## src/rtl/voice_scheduler.sv

```systemverilog
// Voice allocator: maps MIDI note-on/off events onto NUM_VOICES divider channels,
// reusing a matching voice, else a free one, else stealing the oldest sounding voice.
module voice_scheduler #(
  parameter int NUM_VOICES = 8,
  parameter int DIV_W      = 27,
  parameter int AGE_W      = 8
) (
  input  logic                        clock,
  input  logic                        clr_n,
  input  logic                        evt_valid,
  output logic                        evt_ready,
  input  logic                        evt_on,
  input  logic [6:0]                  evt_note,
  input  logic [DIV_W-1:0]            evt_div,
  input  logic                        panic,
  output logic [NUM_VOICES-1:0]       voice_gate,
  output logic [NUM_VOICES*DIV_W-1:0] voice_div,
  output logic [NUM_VOICES*7-1:0]     voice_note,
  output logic [NUM_VOICES-1:0]       voice_clr,
  output logic                        stolen
);

  localparam int IDX_W = (NUM_VOICES > 1) ? $clog2(NUM_VOICES) : 1;
  localparam logic [IDX_W-1:0] LAST_IDX = IDX_W'(NUM_VOICES - 1);
  localparam logic [AGE_W-1:0] AGE_MAX  = '1;

  typedef enum logic [1:0] {IDLE, SCAN, COMMIT} state_t;

  state_t state, state_next;

  logic                  accept;
  logic                  ev_on;
  logic [6:0]            ev_note;
  logic [DIV_W-1:0]      ev_div;
  logic [IDX_W-1:0]      idx;

  logic                  match_found, free_found, old_found;
  logic [IDX_W-1:0]      match_idx, free_idx, old_idx;
  logic [AGE_W-1:0]      old_age;

  logic [NUM_VOICES-1:0] gate_q;
  logic [DIV_W-1:0]      div_q  [NUM_VOICES];
  logic [6:0]            note_q [NUM_VOICES];
  logic [AGE_W-1:0]      age_q  [NUM_VOICES];

  logic                  commit_on, commit_off, commit_steal;
  logic [IDX_W-1:0]      target;

  assign evt_ready = (state == IDLE) && !panic;
  assign accept    = evt_valid && evt_ready;

  always_ff @(posedge clock or negedge clr_n) begin
    if (!clr_n) state <= IDLE;
    else        state <= state_next;
  end

  always_comb begin
    state_next = state;
    case (state)
      IDLE:    if (accept) state_next = SCAN;
      SCAN:    if (idx == LAST_IDX) state_next = COMMIT;
      COMMIT:  state_next = IDLE;
      default: state_next = IDLE;
    endcase
    if (panic) state_next = IDLE;
  end

  // One voice is examined per SCAN cycle; voice state is frozen meanwhile.
  always_ff @(posedge clock or negedge clr_n) begin
    if (!clr_n) begin
      ev_on       <= 1'b0;
      ev_note     <= '0;
      ev_div      <= '0;
      idx         <= '0;
      match_found <= 1'b0;
      free_found  <= 1'b0;
      old_found   <= 1'b0;
      match_idx   <= '0;
      free_idx    <= '0;
      old_idx     <= '0;
      old_age     <= '0;
    end else if (accept) begin
      ev_on       <= evt_on;
      ev_note     <= evt_note;
      ev_div      <= evt_div;
      idx         <= '0;
      match_found <= 1'b0;
      free_found  <= 1'b0;
      old_found   <= 1'b0;
      match_idx   <= '0;
      free_idx    <= '0;
      old_idx     <= '0;
      old_age     <= '0;
    end else if (state == SCAN) begin
      if (gate_q[idx] && (note_q[idx] == ev_note) && !match_found) begin
        match_found <= 1'b1;
        match_idx   <= idx;
      end
      if (!gate_q[idx] && !free_found) begin
        free_found <= 1'b1;
        free_idx   <= idx;
      end
      if (gate_q[idx] && (!old_found || (age_q[idx] > old_age))) begin
        old_found <= 1'b1;
        old_idx   <= idx;
        old_age   <= age_q[idx];
      end
      idx <= idx + 1'b1;
    end
  end

  always_comb begin
    commit_on    = 1'b0;
    commit_off   = 1'b0;
    commit_steal = 1'b0;
    target       = '0;
    if ((state == COMMIT) && !panic) begin
      if (ev_on) begin
        if (ev_div != '0) begin
          if (match_found) begin
            commit_on = 1'b1;
            target    = match_idx;
          end else if (free_found) begin
            commit_on = 1'b1;
            target    = free_idx;
          end else if (old_found) begin
            commit_on    = 1'b1;
            commit_steal = 1'b1;
            target       = old_idx;
          end
        end
      end else if (match_found) begin
        commit_off = 1'b1;
        target     = match_idx;
      end
    end
  end

  // Voice bank: changes only at a commit, a panic or a reset.
  always_ff @(posedge clock or negedge clr_n) begin
    if (!clr_n) begin
      gate_q    <= '0;
      voice_clr <= '0;
      stolen    <= 1'b0;
      for (int v = 0; v < NUM_VOICES; v++) begin
        div_q[v]  <= '0;
        note_q[v] <= '0;
        age_q[v]  <= '0;
      end
    end else begin
      voice_clr <= '0;
      stolen    <= 1'b0;
      if (panic) begin
        gate_q <= '0;
        for (int v = 0; v < NUM_VOICES; v++) age_q[v] <= '0;
      end else if (commit_on) begin
        stolen <= commit_steal;
        for (int v = 0; v < NUM_VOICES; v++) begin
          if (target == IDX_W'(v)) begin
            gate_q[v]    <= 1'b1;
            note_q[v]    <= ev_note;
            div_q[v]     <= ev_div;
            age_q[v]     <= '0;
            voice_clr[v] <= 1'b1;
          end else if (gate_q[v] && (age_q[v] != AGE_MAX)) begin
            age_q[v] <= age_q[v] + 1'b1;
          end
        end
      end else if (commit_off) begin
        gate_q[target] <= 1'b0;
      end
    end
  end

  assign voice_gate = gate_q;

  for (genvar v = 0; v < NUM_VOICES; v++) begin : g_flat
    assign voice_div[v*DIV_W +: DIV_W] = div_q[v];
    assign voice_note[v*7 +: 7]        = note_q[v];
  end

endmodule
```

## config.mk

```make
export PLATFORM = sky130hd
export DESIGN_NAME = voice_scheduler
export DESIGN_NICKNAME = d
export VERILOG_FILES = /design/src/rtl/voice_scheduler.sv
export SDC_FILE = /design/constraint.sdc
export NUM_CORES = 1
export LEC_CHECK = 0
export ABC_AREA = 1
export CORE_MARGIN = 8
export CORE_UTILIZATION = 44
export DETAILED_ROUTE_END_ITERATION = 8
export GPL_TIMING_DRIVEN = 0
export PLACE_DENSITY = 0.67
export REMOVE_ABC_BUFFERS = 1
export SLEW_MARGIN = 25
export SYNTH_ARGS = -nofsm -noshare
export SYNTH_HDL_FRONTEND = slang
export SYNTH_SLANG_ARGS = --single-unit
```

## constraint.sdc

```tcl
create_clock -name clock -period 7.9 [get_ports clock]
set_input_delay 0.79 -clock clock [delete_from_list [all_inputs] [get_ports clock]]
set_output_delay 0.79 -clock clock [all_outputs]
set_load 0.05 [all_outputs]
```

==> results.txt <==
Status = completed
Crit path top cell by count = o21ai_0
Met2 Use GR = 38.9%
Setup TNS = 0 ps
Total gr overflow = 0
Share of Yosys cell area claimed by the top area cell type = 56.1%
Reg clk slew, reported paths = 60 ps
YS warnings = 0
TritonCTS clock tree = built
Worst-Margin Slew = 1060 ps
Syn_area_per_cell = 8.68 µm²
Dpl ws = 3460 ps
Vias in the first global route = 15,800
Cell Int Power = 3830 µW
WP depth = 12
Clock share of power = 39.7%
Post-CTS Hold Fix Bufs = 0
Crit-path slowest cell = clkinv_1
Leak = 0.0111 µW
Post-DR vias/cell = 5.27
Final Max Tran Viols = 0
Worst path bufs/invs = 1
Flops & latches, synth = 413
Finished Cell Area = 23,900 µm²
Core Area = 41,700 µm²
Clk root buf = clkbuf_16
Dpl hpwl = 40,900 µm
Max-cap violations = 0
Synth top cells by count = nand2_1, dfrtp_1, o21ai_0
Post-synth top flop = dfrtp_1
DRC = 0
Clock Skew = 34.3 ps
Sequential area share after synthesis = 56.1%
Drt pass-1 iters = 5
Reg2Reg Depth = 12
Share of cells above drive strength 1 = 6.01%
GPL Wtd Cong = 0.828
Total track usage = 24.5%
IO buf count = 328
Htree depth = 2
Initial Utilization = 44.2%
Mapped cell area = 18,400 µm²
Vias = 15,700
Fmax = 0.218 GHz
# nets final = 2,468
Family with the most delay on the worst path = compound AO/OA/AOI/OAI gates
Worst skew pair latency = 590 ps
Number of CTS-inserted buffers = 46
Crit end category = flip-flop
Count leader, synth = nand2_1
Crit share post-route = 58.1%
Avg WL per Cell = 19.8 µm
Post-synth EDFFs = 0
Register share of total power = 42.3%
Synth cell types = 44
Async SR Flop Fraction = 100%
Crit path launch type = flip-flop
Worst path cell trace = clkinv_1 -> a21oi_1 -> o21ai_0 -> a31oi_1 -> ha_1 -> a21oi_1 -> o21ai_0 -> o21ai_0 -> nand2_1 -> nand2_1 -> nand2_1 -> o21ai_0
Die X = 221 µm
CTS sink count = 413
Die Y-Extent = 221 µm
Io pins = 329
Busiest grt layer = met2
Yosys top cell by area = dfrtp_1
Min Tclk post-route = 4590 ps
Post-Syn Instances = 2,124
Pwr Density = 232 nW/µm²
Hold crit path type = in -> async
Synth top area cells = dfrtp_1, nand2_1, o21ai_0
Row cnt = 75
Switching Share = 30.8%
DRT Wirelength = 59,200 µm
Final WS setup = 3310 ps
Comb pwr share = 18.0%
Util after Layout = 57.3%
P_sw = 1710 µW
Grt met1 use = 30.5%
CTS max path bufs = 3
Maximum vdd drop = 0.000156 V
Worst EP required = 8370 ps
RSZ-0062 raised after global routing = no
First-pass GRT wire length = 92,200 µm
Initial antenna violation count = 5
Max stage delay on crit path = 1040 ps
Fin. Hold Viols = 0
DRT antenna net count = 0
Placed cell areas = 22,300 µm²
Max FO, Critical Path = 41
Count of final setup violators = 0
Post-cts sizing count = 0
Worst Path Arrival = 5050 ps
Total die area = 48,700 µm²
WS Path Type = reg -> reg
Initial DRC Count = 1,273
Max_slew headroom = 29.0%
Met3 GRT Util = 9.51%
Area Growth Syn to Fin = 29.6%
Largest net degree at the start of global routing = 95
Post-CTS setup buffer count = 0
## kinds of logic after synthesis
group / after synthesis / share of synthesized area, %
XOR/XNOR: 42 / 2.00
AO/OA/AOI/OAI: 445 / 13.1
adder cells (fa/ha/maj): 18 / 1.22
AND/OR/NAND/NOR: 926 / 21.1
flip-flops: 413 / 56.1
buffers and inverters: 280 / 6.50
## metrics by stage
step | total power [µW] | instances | hold WS [ps]
floorplan | 2990 | 2018 | 452
global placement | 3320 | 2885 | 465
detailed placement | 3370 | 2902 | 472
CTS | 5580 | 2986 | 162
global route | 5810 | 2988 | 193
finish | 5540 | 2988 | 153
## final timing paths
check | from | end | slack, ps
max | idx[1] | old_age[6] | 3310
min | clr_n | voice_clr[3] | 150
max in group asynchronous | clr_n | idx[0] | 6430
min reg2reg | voice_div[23] | voice_div[23] | 480
min in group clock | voice_div[23] | voice_div[23] | 480
max reg2reg | idx[1] | old_age[6] | 3310
## flip-flops by register name, summed over array words and instances, names as in the netlist, 7 cells and up
| signal | cells |
|---|---|
| voice_clr | 8 |
| ev_note | 7 |
| ev_div | 27 |
| voice_gate | 8 |
| old_age | 8 |
| age_q | 64 |
| voice_div | 216 |
| voice_note | 56 |
## cell type report
| cell class | count | area [µm²] |
|---|---|---|
| clock inverter | 11 | 149 |
| timing repair buffer | 345 | 3710 |
| inverter | 174 | 656 |
| tap | 539 | 674 |
| fill | 3718 | 17800 |
| sequential | 413 | 10300 |
| multi-input combinational | 1431 | 6920 |
| clock buffer | 73 | 1410 |
| antenna | 2 | 5.00 |
## power by group through the flow
stage	sequential [µW]	combinational [µW]	clock, µW
floorplan	2360	631	0
global placement	2400	929	0
detailed placement	2380	994	0
CTS	2340	1000	2240
global route	2360	1140	2310
finish	2340	999	2200
## cell usage in the layout (no fill, tap or decap), drive strengths merged, types with 3 or more instances in the layout
cell type	Yosys	layout
o21a	27	27
nor2	165	165
nand3	141	141
nand2	580	580
ha	18	18
dfrtp	413	413
nand3b	9	9
xor2	39	39
o211ai	5	5
clkinv	19	27
inv	155	156
xnor2	3	3
o21ai	312	312
o22ai	6	6
clkbuf	44	73
a21oi	81	81
a31oi	9	9
nor3	4	4
buf	62	19
clkdlybuf4s50	0	326
nand4	23	23
## metal layers
layer	share of wire, %	vias up	routed length, µm
li1	-	7459	-
met2	46	484	27300
met4	3.1	6	1830
met3	9.8	99	5830
met5	0.064	-	38
met1	41	7684	24200
No activity file was read; power rests on OpenSTA's default activity.
